`config.mk`:
```
export PLATFORM = sky130hd
export DESIGN_NAME = mem_port_arbiter_flat
export DESIGN_NICKNAME = d
export VERILOG_FILES = /design/src/rtl/mem_arb_pkg.sv /design/src/rtl/mem_port_arbiter_if.sv /design/src/rtl/mem_align_check.sv /design/src/rtl/mem_port_arbiter.sv /design/src/flat_wrapper.sv
export SDC_FILE = /design/constraint.sdc
export NUM_CORES = 1
export LEC_CHECK = 0
export ABC_AREA = 1
export BUFFER_PORTS_ARGS = -buffer_cell sky130_fd_sc_hd__buf_4
export CELL_PAD_IN_SITES_DETAIL_PLACEMENT = 0
export CELL_PAD_IN_SITES_GLOBAL_PLACEMENT = 1
export CORE_MARGIN = 8
export CORE_UTILIZATION = 26
export CTS_BUF_LIST = sky130_fd_sc_hd__clkbuf_4
export CTS_CLUSTER_SIZE = 12
export DETAILED_ROUTE_END_ITERATION = 8
export GPL_TIMING_DRIVEN = 0
export PLACE_DENSITY = 0.84
export SLEW_MARGIN = 10
export SYNTH_ARGS = -nofsm -noshare
export SYNTH_HDL_FRONTEND = slang
export SYNTH_SLANG_ARGS = --single-unit
```
`constraint.sdc`:
```
create_clock -name clk_i -period 1.5 [get_ports clk_i]
set_input_delay 0.075 -clock clk_i [delete_from_list [all_inputs] [get_ports clk_i]]
set_output_delay 0.075 -clock clk_i [all_outputs]
set_load 0.01 [all_outputs]
```
`src/rtl/mem_arb_pkg.sv`:
```
// Shared types and size encodings for the instruction/data memory port arbiter
// and the load/store alignment checker.
package mem_arb_pkg;

  typedef enum logic [1:0] {
    IDLE = 2'd0,
    REQ  = 2'd1,
    WAIT = 2'd2,
    ERR  = 2'd3
  } arb_state_e;

  typedef enum logic {
    INSTR = 1'b0,
    DATA  = 1'b1
  } owner_e;

  localparam logic [2:0] SZ_B  = 3'd0;
  localparam logic [2:0] SZ_H  = 3'd1;
  localparam logic [2:0] SZ_W  = 3'd2;
  localparam logic [2:0] SZ_BU = 3'd4;
  localparam logic [2:0] SZ_HU = 3'd5;

endpackage

```
`src/rtl/mem_port_arbiter_if.sv`:
```
// Bundles the fetch side, the load/store side and the memory side of the shared port.
// master is the arbiter's view; slave is the core plus memory around it.
interface mem_port_arbiter_if #(
  parameter int ADDR_W = 32
);

  logic              instr_req_i;
  logic [ADDR_W-1:0] instr_addr_i;
  logic              instr_gnt_o;
  logic              instr_rvalid_o;
  logic [31:0]       instr_rdata_o;

  logic              data_req_i;
  logic              data_we_i;
  logic [2:0]        data_size_i;
  logic [ADDR_W-1:0] data_addr_i;
  logic [31:0]       data_wdata_i;
  logic              data_gnt_o;
  logic              data_rvalid_o;
  logic [31:0]       data_rdata_o;
  logic              data_err_o;

  logic              mem_req_o;
  logic              mem_we_o;
  logic [2:0]        mem_size_o;
  logic [ADDR_W-1:0] mem_addr_o;
  logic [31:0]       mem_wd_o;
  logic              mem_gnt_i;
  logic              mem_rvalid_i;
  logic [31:0]       mem_rd_i;

  modport master (
    input  instr_req_i, instr_addr_i,
    output instr_gnt_o, instr_rvalid_o, instr_rdata_o,
    input  data_req_i, data_we_i, data_size_i, data_addr_i, data_wdata_i,
    output data_gnt_o, data_rvalid_o, data_rdata_o, data_err_o,
    output mem_req_o, mem_we_o, mem_size_o, mem_addr_o, mem_wd_o,
    input  mem_gnt_i, mem_rvalid_i, mem_rd_i
  );

  modport slave (
    output instr_req_i, instr_addr_i,
    input  instr_gnt_o, instr_rvalid_o, instr_rdata_o,
    output data_req_i, data_we_i, data_size_i, data_addr_i, data_wdata_i,
    input  data_gnt_o, data_rvalid_o, data_rdata_o, data_err_o,
    input  mem_req_o, mem_we_o, mem_size_o, mem_addr_o, mem_wd_o,
    output mem_gnt_i, mem_rvalid_i, mem_rd_i
  );

endinterface

```
`src/rtl/mem_align_check.sv`:
```
// Flags a load/store whose size code is illegal or whose byte address is not
// naturally aligned for that size. Purely combinational.
module mem_align_check
  import mem_arb_pkg::*;
(
  input  logic [2:0] size,
  input  logic [1:0] addr_lo,
  output logic       misaligned
);

  // size decode: bytes never misalign, halves need addr[0]=0, words need addr[1:0]=0
  always_comb begin
    misaligned = 1'b1;
    case (size)
      SZ_B, SZ_BU: misaligned = 1'b0;
      SZ_H, SZ_HU: misaligned = addr_lo[0];
      SZ_W:        misaligned = (addr_lo != 2'b00);
      default:     misaligned = 1'b1;
    endcase
  end

endmodule

```
`src/rtl/mem_port_arbiter.sv`:
```
// Shares one memory port between instruction fetch and load/store, data first,
// with an anti-starvation counter and local rejection of misaligned data accesses.
module mem_port_arbiter
  import mem_arb_pkg::*;
#(
  parameter int ADDR_W       = 32,
  parameter int STARVE_LIMIT = 4
) (
  input  logic               clk_i,
  input  logic               rst_i,
  mem_port_arbiter_if.master bus
);

  localparam int               CNT_W   = $clog2(STARVE_LIMIT + 1);
  localparam logic [CNT_W-1:0] LIMIT_C = CNT_W'(STARVE_LIMIT);

  arb_state_e        state_r;
  arb_state_e        state_s;
  owner_e            owner_r;
  logic [CNT_W-1:0]  starve_cnt_r;
  logic              mem_req_r;
  logic              mem_we_r;
  logic [2:0]        mem_size_r;
  logic [ADDR_W-1:0] mem_addr_r;
  logic [31:0]       mem_wd_r;

  logic misaligned_s;
  logic data_win_s;
  logic instr_win_s;
  logic resp_s;
  logic instr_rvalid_s;
  logic data_rvalid_s;
  logic data_resp_s;

  mem_align_check u_align (
    .size       (bus.data_size_i),
    .addr_lo    (bus.data_addr_i[1:0]),
    .misaligned (misaligned_s)
  );

  // arbitration in IDLE; gated by reset so no grant leaks out while held in reset
  always_comb begin
    data_win_s  = 1'b0;
    instr_win_s = 1'b0;
    if (rst_i && (state_r == IDLE)) begin
      data_win_s  = bus.data_req_i && !(bus.instr_req_i && (starve_cnt_r == LIMIT_C));
      instr_win_s = bus.instr_req_i && !data_win_s;
    end else begin
      data_win_s  = 1'b0;
      instr_win_s = 1'b0;
    end
  end

  // next-state logic
  always_comb begin
    state_s = state_r;
    case (state_r)
      IDLE: begin
        if (data_win_s)       state_s = misaligned_s ? ERR : REQ;
        else if (instr_win_s) state_s = REQ;
        else                  state_s = IDLE;
      end
      REQ: begin
        if (bus.mem_gnt_i) state_s = bus.mem_rvalid_i ? IDLE : WAIT;
        else               state_s = REQ;
      end
      WAIT: begin
        if (bus.mem_rvalid_i) state_s = IDLE;
        else                  state_s = WAIT;
      end
      ERR:     state_s = IDLE;
      default: state_s = IDLE;
    endcase
  end

  // state register
  always_ff @(posedge clk_i or negedge rst_i) begin
    if (!rst_i) state_r <= IDLE;
    else        state_r <= state_s;
  end

  // owner and memory-request capture; attributes hold until the memory grants
  always_ff @(posedge clk_i or negedge rst_i) begin
    if (!rst_i) begin
      owner_r    <= INSTR;
      mem_req_r  <= 1'b0;
      mem_we_r   <= 1'b0;
      mem_size_r <= 3'd0;
      mem_addr_r <= '0;
      mem_wd_r   <= 32'd0;
    end else if (data_win_s) begin
      owner_r <= DATA;
      if (!misaligned_s) begin
        mem_req_r  <= 1'b1;
        mem_we_r   <= bus.data_we_i;
        mem_size_r <= bus.data_size_i;
        mem_addr_r <= bus.data_addr_i;
        mem_wd_r   <= bus.data_wdata_i;
      end
    end else if (instr_win_s) begin
      owner_r    <= INSTR;
      mem_req_r  <= 1'b1;
      mem_we_r   <= 1'b0;
      mem_size_r <= SZ_W;
      mem_addr_r <= bus.instr_addr_i;
      mem_wd_r   <= 32'd0;
    end else if ((state_r == REQ) && bus.mem_gnt_i) begin
      mem_req_r <= 1'b0;
    end
  end

  // consecutive data grants taken while a fetch was waiting
  always_ff @(posedge clk_i or negedge rst_i) begin
    if (!rst_i) begin
      starve_cnt_r <= '0;
    end else if (data_win_s) begin
      if (!bus.instr_req_i)              starve_cnt_r <= '0;
      else if (starve_cnt_r != LIMIT_C)  starve_cnt_r <= starve_cnt_r + CNT_W'(1);
    end else if (instr_win_s) begin
      starve_cnt_r <= '0;
    end
  end

  assign resp_s = ((state_r == REQ) && bus.mem_gnt_i && bus.mem_rvalid_i) ||
                  ((state_r == WAIT) && bus.mem_rvalid_i);

  assign instr_rvalid_s = resp_s && (owner_r == INSTR);
  assign data_resp_s    = resp_s && (owner_r == DATA);
  assign data_rvalid_s  = data_resp_s || (state_r == ERR);

  assign bus.instr_gnt_o    = instr_win_s;
  assign bus.instr_rvalid_o = instr_rvalid_s;
  assign bus.instr_rdata_o  = instr_rvalid_s ? bus.mem_rd_i : 32'd0;

  assign bus.data_gnt_o    = data_win_s;
  assign bus.data_rvalid_o = data_rvalid_s;
  assign bus.data_rdata_o  = data_resp_s ? bus.mem_rd_i : 32'd0;
  assign bus.data_err_o    = (state_r == ERR);

  assign bus.mem_req_o  = mem_req_r;
  assign bus.mem_we_o   = mem_we_r;
  assign bus.mem_size_o = mem_size_r;
  assign bus.mem_addr_o = mem_addr_r;
  assign bus.mem_wd_o   = mem_wd_r;

endmodule

```
`src/flat_wrapper.sv`:
```
// flat-port wrapper written by rule: the top's interface ports become plain ports
module mem_port_arbiter_flat import mem_arb_pkg::*;
#(
  parameter int ADDR_W       = 32,
  parameter int STARVE_LIMIT = 4
)
  (clk_i, rst_i, bus_instr_req_i, bus_instr_addr_i, bus_instr_gnt_o, bus_instr_rvalid_o, bus_instr_rdata_o, bus_data_req_i, bus_data_we_i, bus_data_size_i, bus_data_addr_i, bus_data_wdata_i, bus_data_gnt_o, bus_data_rvalid_o, bus_data_rdata_o, bus_data_err_o, bus_mem_req_o, bus_mem_we_o, bus_mem_size_o, bus_mem_addr_o, bus_mem_wd_o, bus_mem_gnt_i, bus_mem_rvalid_i, bus_mem_rd_i);
  mem_port_arbiter_if #(.ADDR_W(ADDR_W)) bus_i ();
  input  logic clk_i;
  input  logic rst_i;
  input wire logic [$bits(bus_i.instr_req_i)-1:0] bus_instr_req_i;
  input wire logic [$bits(bus_i.instr_addr_i)-1:0] bus_instr_addr_i;
  output wire logic [$bits(bus_i.instr_gnt_o)-1:0] bus_instr_gnt_o;
  output wire logic [$bits(bus_i.instr_rvalid_o)-1:0] bus_instr_rvalid_o;
  output wire logic [$bits(bus_i.instr_rdata_o)-1:0] bus_instr_rdata_o;
  input wire logic [$bits(bus_i.data_req_i)-1:0] bus_data_req_i;
  input wire logic [$bits(bus_i.data_we_i)-1:0] bus_data_we_i;
  input wire logic [$bits(bus_i.data_size_i)-1:0] bus_data_size_i;
  input wire logic [$bits(bus_i.data_addr_i)-1:0] bus_data_addr_i;
  input wire logic [$bits(bus_i.data_wdata_i)-1:0] bus_data_wdata_i;
  output wire logic [$bits(bus_i.data_gnt_o)-1:0] bus_data_gnt_o;
  output wire logic [$bits(bus_i.data_rvalid_o)-1:0] bus_data_rvalid_o;
  output wire logic [$bits(bus_i.data_rdata_o)-1:0] bus_data_rdata_o;
  output wire logic [$bits(bus_i.data_err_o)-1:0] bus_data_err_o;
  output wire logic [$bits(bus_i.mem_req_o)-1:0] bus_mem_req_o;
  output wire logic [$bits(bus_i.mem_we_o)-1:0] bus_mem_we_o;
  output wire logic [$bits(bus_i.mem_size_o)-1:0] bus_mem_size_o;
  output wire logic [$bits(bus_i.mem_addr_o)-1:0] bus_mem_addr_o;
  output wire logic [$bits(bus_i.mem_wd_o)-1:0] bus_mem_wd_o;
  input wire logic [$bits(bus_i.mem_gnt_i)-1:0] bus_mem_gnt_i;
  input wire logic [$bits(bus_i.mem_rvalid_i)-1:0] bus_mem_rvalid_i;
  input wire logic [$bits(bus_i.mem_rd_i)-1:0] bus_mem_rd_i;
  assign bus_i.instr_req_i = bus_instr_req_i;
  assign bus_i.instr_addr_i = bus_instr_addr_i;
  assign bus_instr_gnt_o = bus_i.instr_gnt_o;
  assign bus_instr_rvalid_o = bus_i.instr_rvalid_o;
  assign bus_instr_rdata_o = bus_i.instr_rdata_o;
  assign bus_i.data_req_i = bus_data_req_i;
  assign bus_i.data_we_i = bus_data_we_i;
  assign bus_i.data_size_i = bus_data_size_i;
  assign bus_i.data_addr_i = bus_data_addr_i;
  assign bus_i.data_wdata_i = bus_data_wdata_i;
  assign bus_data_gnt_o = bus_i.data_gnt_o;
  assign bus_data_rvalid_o = bus_i.data_rvalid_o;
  assign bus_data_rdata_o = bus_i.data_rdata_o;
  assign bus_data_err_o = bus_i.data_err_o;
  assign bus_mem_req_o = bus_i.mem_req_o;
  assign bus_mem_we_o = bus_i.mem_we_o;
  assign bus_mem_size_o = bus_i.mem_size_o;
  assign bus_mem_addr_o = bus_i.mem_addr_o;
  assign bus_mem_wd_o = bus_i.mem_wd_o;
  assign bus_i.mem_gnt_i = bus_mem_gnt_i;
  assign bus_i.mem_rvalid_i = bus_mem_rvalid_i;
  assign bus_i.mem_rd_i = bus_mem_rd_i;
  mem_port_arbiter #(.ADDR_W(ADDR_W), .STARVE_LIMIT(STARVE_LIMIT)) u_core (.clk_i(clk_i), .rst_i(rst_i), .bus(bus_i));
endmodule
```
==> results.yml, run 1 <==
outcome:
  status: "finished, violations left"
  violations: "negative hold slack, negative setup slack"
detailed_routing:
  viasPerCell: 4.44
  firstDrtPassIters: 4
  ant_nets: 0
  routed_wl_mm: 20.4
  num_vias: 5414
  drcViolationCount: 0
  wl_per_cell_um: 16.8
  drt_iter0_drc: 224
floorplanning:
  io_pins: 276
  placeableCoreArea_um2: 15800
  die-area_um2: 20300
  die_h_um: 142
  fp.dieW_um: 142
  start_util_pct: 26.4
  num_rows: 46
critical_path:
  path_class: "reg2out"
  startpoint_type: "flip-flop"
  cp_max_fo: 8
  r2r_slack_ns: -0.26
  reg2reg_depth: 10
  crit_path_end_kind: "output pin"
  critical_path_required_ns: 1.42
  r2r_start: "u_core.state_r[0]"
  r2r-end: "u_core.bus.mem_wd_o[6]"
  crit_arrival_ns: 1.83
  cp-startpoint: "u_core.state_r[1]"
grt:
  grt_pass1_vias: 5697
  grt_pass1_wl_mm: 29.7
  grt_overflow: 0
  antenna_found_initial: 0
  grt_max_degree: 77
  track_usage_pct: 18.6
placement:
  place.gp.congestion: 0.906
  pre_cts_slack_ns: -0.798
  hpwl_mm: 13.3
  io_buffers: 275
  dp_cells: 1083
finish:
  layout_common_cells: "buf_4 (260), nand2_1 (176), dfrtp_1 (73)"
  layout_commonest_cell: "buf_4"
  multi_input_area_um2: 2700
  seq_area_um2: 1880
  syn2layout_area_growth_pct: 126
  drive_gt1_share_pct: 55.4
  fin_nets: 1137
  fillers: 1340
  postLayoutCoreUtil_pct: 59.6
  stdcell_count: 1218
clock_tree:
  ctsHoldBuffers: 72
  h-tree-depth: 3
  cts_buffers: 9
  clkLatencyLatePin_ns: 0.44
  clkSinkCount: 75
  root_buffer: "clkbuf_4"
  cts_tree: "done"
  clk_pin_slew_worst_paths_ns: 0.15
  clock_path_buffers: 2
power_and_ir_drop:
  leakage_nw: 5.00
  powerDensity_nw_per_um2: 1200
  peakVddDrop_v: 0.000687
logic_synthesis:
  synth_seq_cells: 75
  syn_inst: 592
  synth_area_um2: 4160
  syn_avg_cell_area_um2: 7.03
  yosys_warnings: 0
  ys_types: 21
  ys_seq_area_share_pct: 45.1
  synth.net_count: 732
sta:
  rsz0062_at_grt: "true"
  timing.final.ws_setup_ns: -0.405
  fmax_mhz: 525
  clock_skew_ns: 0.0178
  slew_headroom_pct: 51.4
  setup_viol: 141
  drv_slew: 0
  hold_viol_final: 75
  period_share_pct: 127
  period_needed_ns: 1.90
  fin_tns_setup_ns: -39.45
  worstMarginPinSlew_ns: 0.729
  timing.hold.ws_ns: -0.339
min_path:
  hold_path.class: "in2async"
flow_run:
  maxCapViolCount: 0
-- repair_timing --
| item | 4_1_cts | 5_1_grt |
|---|---|---|
| buffers inserted | 31 | 11 |
| endpoints found under the setup margin | 143 | 143 |
| endpoints found under the hold margin | 148 | 75 |
| gates cloned | 15 | 2 |
| resized for setup | 262 | 122 |
| pin swaps | 30 | 40 |
-- metal layers --
layer	part of all wire [%]	routed length (um)	track usage [%]	up-vias
li1	-	-	-	2619
met1	38	7730	20.2	2509
met2	50	10300	32.9	233
met3	7.2	1470	3.99	53
met4	4.6	946	10.7	0
met5	0	0	0	-
-- cell families after synthesis --
logic type                 Yosys count  synth area share (%)
and+or+nand+nor                    364                  35.7
buffers and inverters              113                  11.9
adders and majority gates            2                 0.602
xor gates and xnor gates             1                 0.211
DFF                                 75                  45.1
AOI/OAI and AO/OA                   37                  6.47
-- synthesized netlist by cell type --
| library cell | n | area share (%) |
|---|---|---|
| ha_1 | 2 | 0.60 |
| inv_1 | 76 | 6.9 |
| xnor2_1 | 1 | 0.21 |
| o21ai_0 | 3 | 0.36 |
| nand2_4 | 1 | 0.27 |
| buf_4 | 7 | 1.3 |
| o31ai_1 | 1 | 0.18 |
| nand2_2 | 4 | 0.60 |
| dfrtp_1 | 75 | 45 |
| nor2_4 | 1 | 0.27 |
| o22ai_1 | 1 | 0.15 |
| o21bai_1 | 32 | 5.8 |
| clkbuf_1 | 12 | 1.1 |
| nand2_1 | 215 | 19 |
| nand3_1 | 74 | 8.9 |
| nor2_1 | 68 | 6.1 |
| buf_6 | 4 | 1.1 |
| inv_2 | 1 | 0.090 |
| nor2_2 | 1 | 0.15 |
| buf_2 | 10 | 1.2 |
| buf_1 | 3 | 0.27 |
-- report_power, final --
group,switching (mW),internal (mW)
combinational,2.88,3.16
sequential,0.690,2.88
clock,0.791,0.844
-- final cells by class --
cell class | count | area share [%]
Clock buffer | 9 | 0.719
Multi-Input combinational cell | 404 | 28.7
Sequential cell | 75 | 20.0
Inverter | 77 | 3.21
Antenna cell | 1 | 0.0266
Timing Repair Buffer | 399 | 39.0
Tap cell | 216 | 2.88
Clock inverter | 6 | 1.20
Buffer | 31 | 4.30
-- how the worst max path moves through the flow --
| stage | endpoint | slack, ns | depth (start not counted) |
|---|---|---|---|
| after global routing | bus_instr_rdata_o[1] | -0.50 | 7 |
| after CTS | bus_instr_rdata_o[1] | -0.39 | 7 |
| after global placement | u_core.bus.mem_addr_o[1] | -0.83 | 8 |
| final | bus_instr_rdata_o[1] | -0.40 | 7 |
| after floorplan | u_core.bus.mem_size_o[0] | 0.04 | 10 |
| after detailed placement | u_core.bus.mem_addr_o[1] | -0.80 | 8 |
-- flip-flops by register name (all words and copies together) (netlist names) --
register               count
u_core.bus.mem_size_o      3
u_core.bus.mem_wd_o       32
u_core.owner_r             1
u_core.bus.mem_req_o       1
u_core.starve_cnt_r        3
u_core.bus.mem_we_o        1
u_core.bus.mem_addr_o     32
u_core.state_r             2
-- worst max-delay path, cell delays in order (launching register included) --
cell	delay, ns
dfrtp_2	0.48
inv_2	0.08
nand3_4	0.07
nand2_4	0.11
nand3_4	0.18
clkbuf_16	0.24
nor2_4	0.12
buf_6	0.12
-- metrics by stage --
stage	instance area [um^2]	power, mW	hold slack, ns
after floorplan	4160	5.30	-0.221
after global placement	6490	7.78	0.260
after detailed placement	6490	7.83	0.273
after CTS	9030	10.9	-0.333
after global routing	9390	11.9	-0.305
final	9390	11.3	-0.339
(Power assumes the default switching activity.)
==> inputs of run 2 (changes only) <==
--- a/config.mk
+++ b/config.mk
@@ -16,7 +16,7 @@
 export DETAILED_ROUTE_END_ITERATION = 8
 export GPL_TIMING_DRIVEN = 0
 export PLACE_DENSITY = 0.84
-export SLEW_MARGIN = 10
+export SLEW_MARGIN = 20
 export SYNTH_ARGS = -nofsm -noshare
 export SYNTH_HDL_FRONTEND = slang
 export SYNTH_SLANG_ARGS = --single-unit
==> constraint.sdc (replaced) <==
create_clock -name clk_i -period 1.5 [get_ports clk_i]
set_input_delay 0.075 -clock clk_i [delete_from_list [all_inputs] [get_ports clk_i]]
set_output_delay 0.075 -clock clk_i [all_outputs]
set_load 0.02 [all_outputs]
==> run 2 against run 1 <==
  * The run still ends with negative hold slack, negative setup slack left
  * Combinational power grew 8.9%
  * Clock power is essentially flat
  * Sequential share of layout area grew 0.64 points
  * Die area is the same
  * Sequential power is essentially flat
  * Final area shrank 3.1%
  * Critical endpoint is now bus_instr_rdata_o[20]
==> results.yml, run 2 (same netlist as run 1, synthesis figures left out) <==
grt:
  grt_pass1_vias: 5652
  grt_max_degree: 77
  track_usage_pct: 18.2
  grt_overflow: 0
  grt_pass1_wl_mm: 29.0
  antenna_found_initial: 1
critical_path:
  cp_max_fo: 10
  startpoint_type: "flip-flop"
  reg2reg_depth: 10
  path_class: "reg2out"
  r2r-end: "u_core.bus.mem_wd_o[16]"
  crit_path_end_kind: "output pin"
  r2r_slack_ns: -0.26
  critical_path_required_ns: 1.42
  r2r_start: "u_core.state_r[1]"
  crit_arrival_ns: 1.76
placement:
  hpwl_mm: 13.3
  dp_cells: 1083
  pre_cts_slack_ns: -0.798
  io_buffers: 275
  place.gp.congestion: 0.906
clock_tree:
  clk_pin_slew_worst_paths_ns: 0.14
  clock_path_buffers: 2
  h-tree-depth: 3
  cts_tree: "done"
  cts_buffers: 9
  ctsHoldBuffers: 72
  clkSinkCount: 75
  root_buffer: "clkbuf_4"
  clkLatencyLatePin_ns: 0.44
outcome:
  violations: "negative hold slack, negative setup slack"
  status: "finished, violations left"
detailed_routing:
  viasPerCell: 4.40
  wl_per_cell_um: 16.2
  num_vias: 5336
  firstDrtPassIters: 5
  routed_wl_mm: 19.6
  drcViolationCount: 0
  ant_nets: 0
  drt_iter0_drc: 211
finish:
  fin_nets: 1130
  layout_common_cells: "buf_4 (262), nand2_1 (180), dfrtp_1 (73)"
  postLayoutCoreUtil_pct: 57.7
  syn2layout_area_growth_pct: 119
  layout_commonest_cell: "buf_4"
  stdcell_count: 1212
  drive_gt1_share_pct: 53.7
sta:
  timing.hold.ws_ns: -0.338
  setup_viol: 141
  timing.final.ws_setup_ns: -0.331
  period_needed_ns: 1.83
  drv_slew: 0
  slew_headroom_pct: 51.5
  rsz0062_at_grt: "true"
  worstMarginPinSlew_ns: 0.727
  fmax_mhz: 546
  hold_viol_final: 75
  clock_skew_ns: 0.0167
  period_share_pct: 122
floorplanning:
  placeableCoreArea_um2: 15800
  fp.dieW_um: 142
  io_pins: 276
  die-area_um2: 20300
  die_h_um: 142
  num_rows: 46
  start_util_pct: 26.4
min_path:
  hold_path.class: "in2async"
power_and_ir_drop:
  leakage_nw: 4.92
  powerDensity_nw_per_um2: 1290
  peakVddDrop_v: 0.000728
flow_run:
  maxCapViolCount: 0
run 2: cell types whose count changed in the layout (fill, tap and decap cells not counted), sizes merged:
| cell | delta |
|---|---|
| clkbuf | -3 |
| buf | -4 |
| diode | +1 |
run 2: worst max path at each step:
stage,end,from,depth (start not counted),slack (ns)
after CTS,bus_instr_rdata_o[24],u_core.state_r[1],7,-0.35
after detailed placement,u_core.bus.mem_addr_o[1],rst_i,8,-0.80
final,bus_instr_rdata_o[20],u_core.state_r[1],7,-0.33
after floorplan,u_core.bus.mem_size_o[0],u_core.starve_cnt_r[0],10,0.04
after global placement,u_core.bus.mem_addr_o[1],rst_i,8,-0.83
after global routing,bus_data_rdata_o[26],u_core.state_r[1],7,-0.43
run 2: layer usage:
metal  part of all wire, %  global-route usage, %  vias up
met3                   6.9                   4.26       56
met4                   4.6                   11.1        0
met5                     0                      0        -
li1                      -                      -     2600
met1                    38                   19.7     2446
met2                    50                   31.5      234
run 2: power by group:
group / switching [mW] / internal (mW) / total [mW]
combinational: 3.53 / 3.07 / 6.59
sequential: 0.689 / 2.88 / 3.57
clock: 0.782 / 0.844 / 1.63
run 2: timing repair:
action                     in CTS  in global routing
setup buffers                  32                  8
pin swaps                      27                 40
gates resized for setup       215                113
hold endpoints to repair      148                 75
setup endpoints to repair     143                143
gates cloned                   10                  2
run 2: layout make-up:
| type | instances | area, um^2 |
|---|---|---|
| Clock buffer | 9 | 67.6 |
| Multi-Input combinational cell | 404 | 2550 |
| Sequential cell | 75 | 1880 |
| Clock inverter | 6 | 113 |
| Buffer | 31 | 377 |
| Inverter | 77 | 304 |
| Fill cell | 1381 | 6670 |
| Antenna cell | 2 | 5.00 |
| Timing Repair Buffer | 392 | 3540 |
| Tap cell | 216 | 270 |
run 2: stage by stage:
stage / setup TNS (ns) / hold WS [ns] / power, mW / area, um^2
final: -35.53 / -0.338 / 11.8 / 9100
after global placement: -61.68 / 0.260 / 8.57 / 6490
after global routing: -49.08 / -0.305 / 12.5 / 9100
after CTS: -36.14 / -0.333 / 11.5 / 8780
after floorplan: 0 / -0.221 / 6.06 / 4160
after detailed placement: -59.20 / 0.273 / 8.62 / 6490
run 2: worst max-delay path, cell delays in order, from the launching register on:
cell and delay [ns]:
dfrtp_2 0.48, inv_2 0.08, nand3_4 0.07, nand2_4 0.11, nand3_4 0.14, buf_8 0.19, nor2_1 0.11, buf_4 0.16
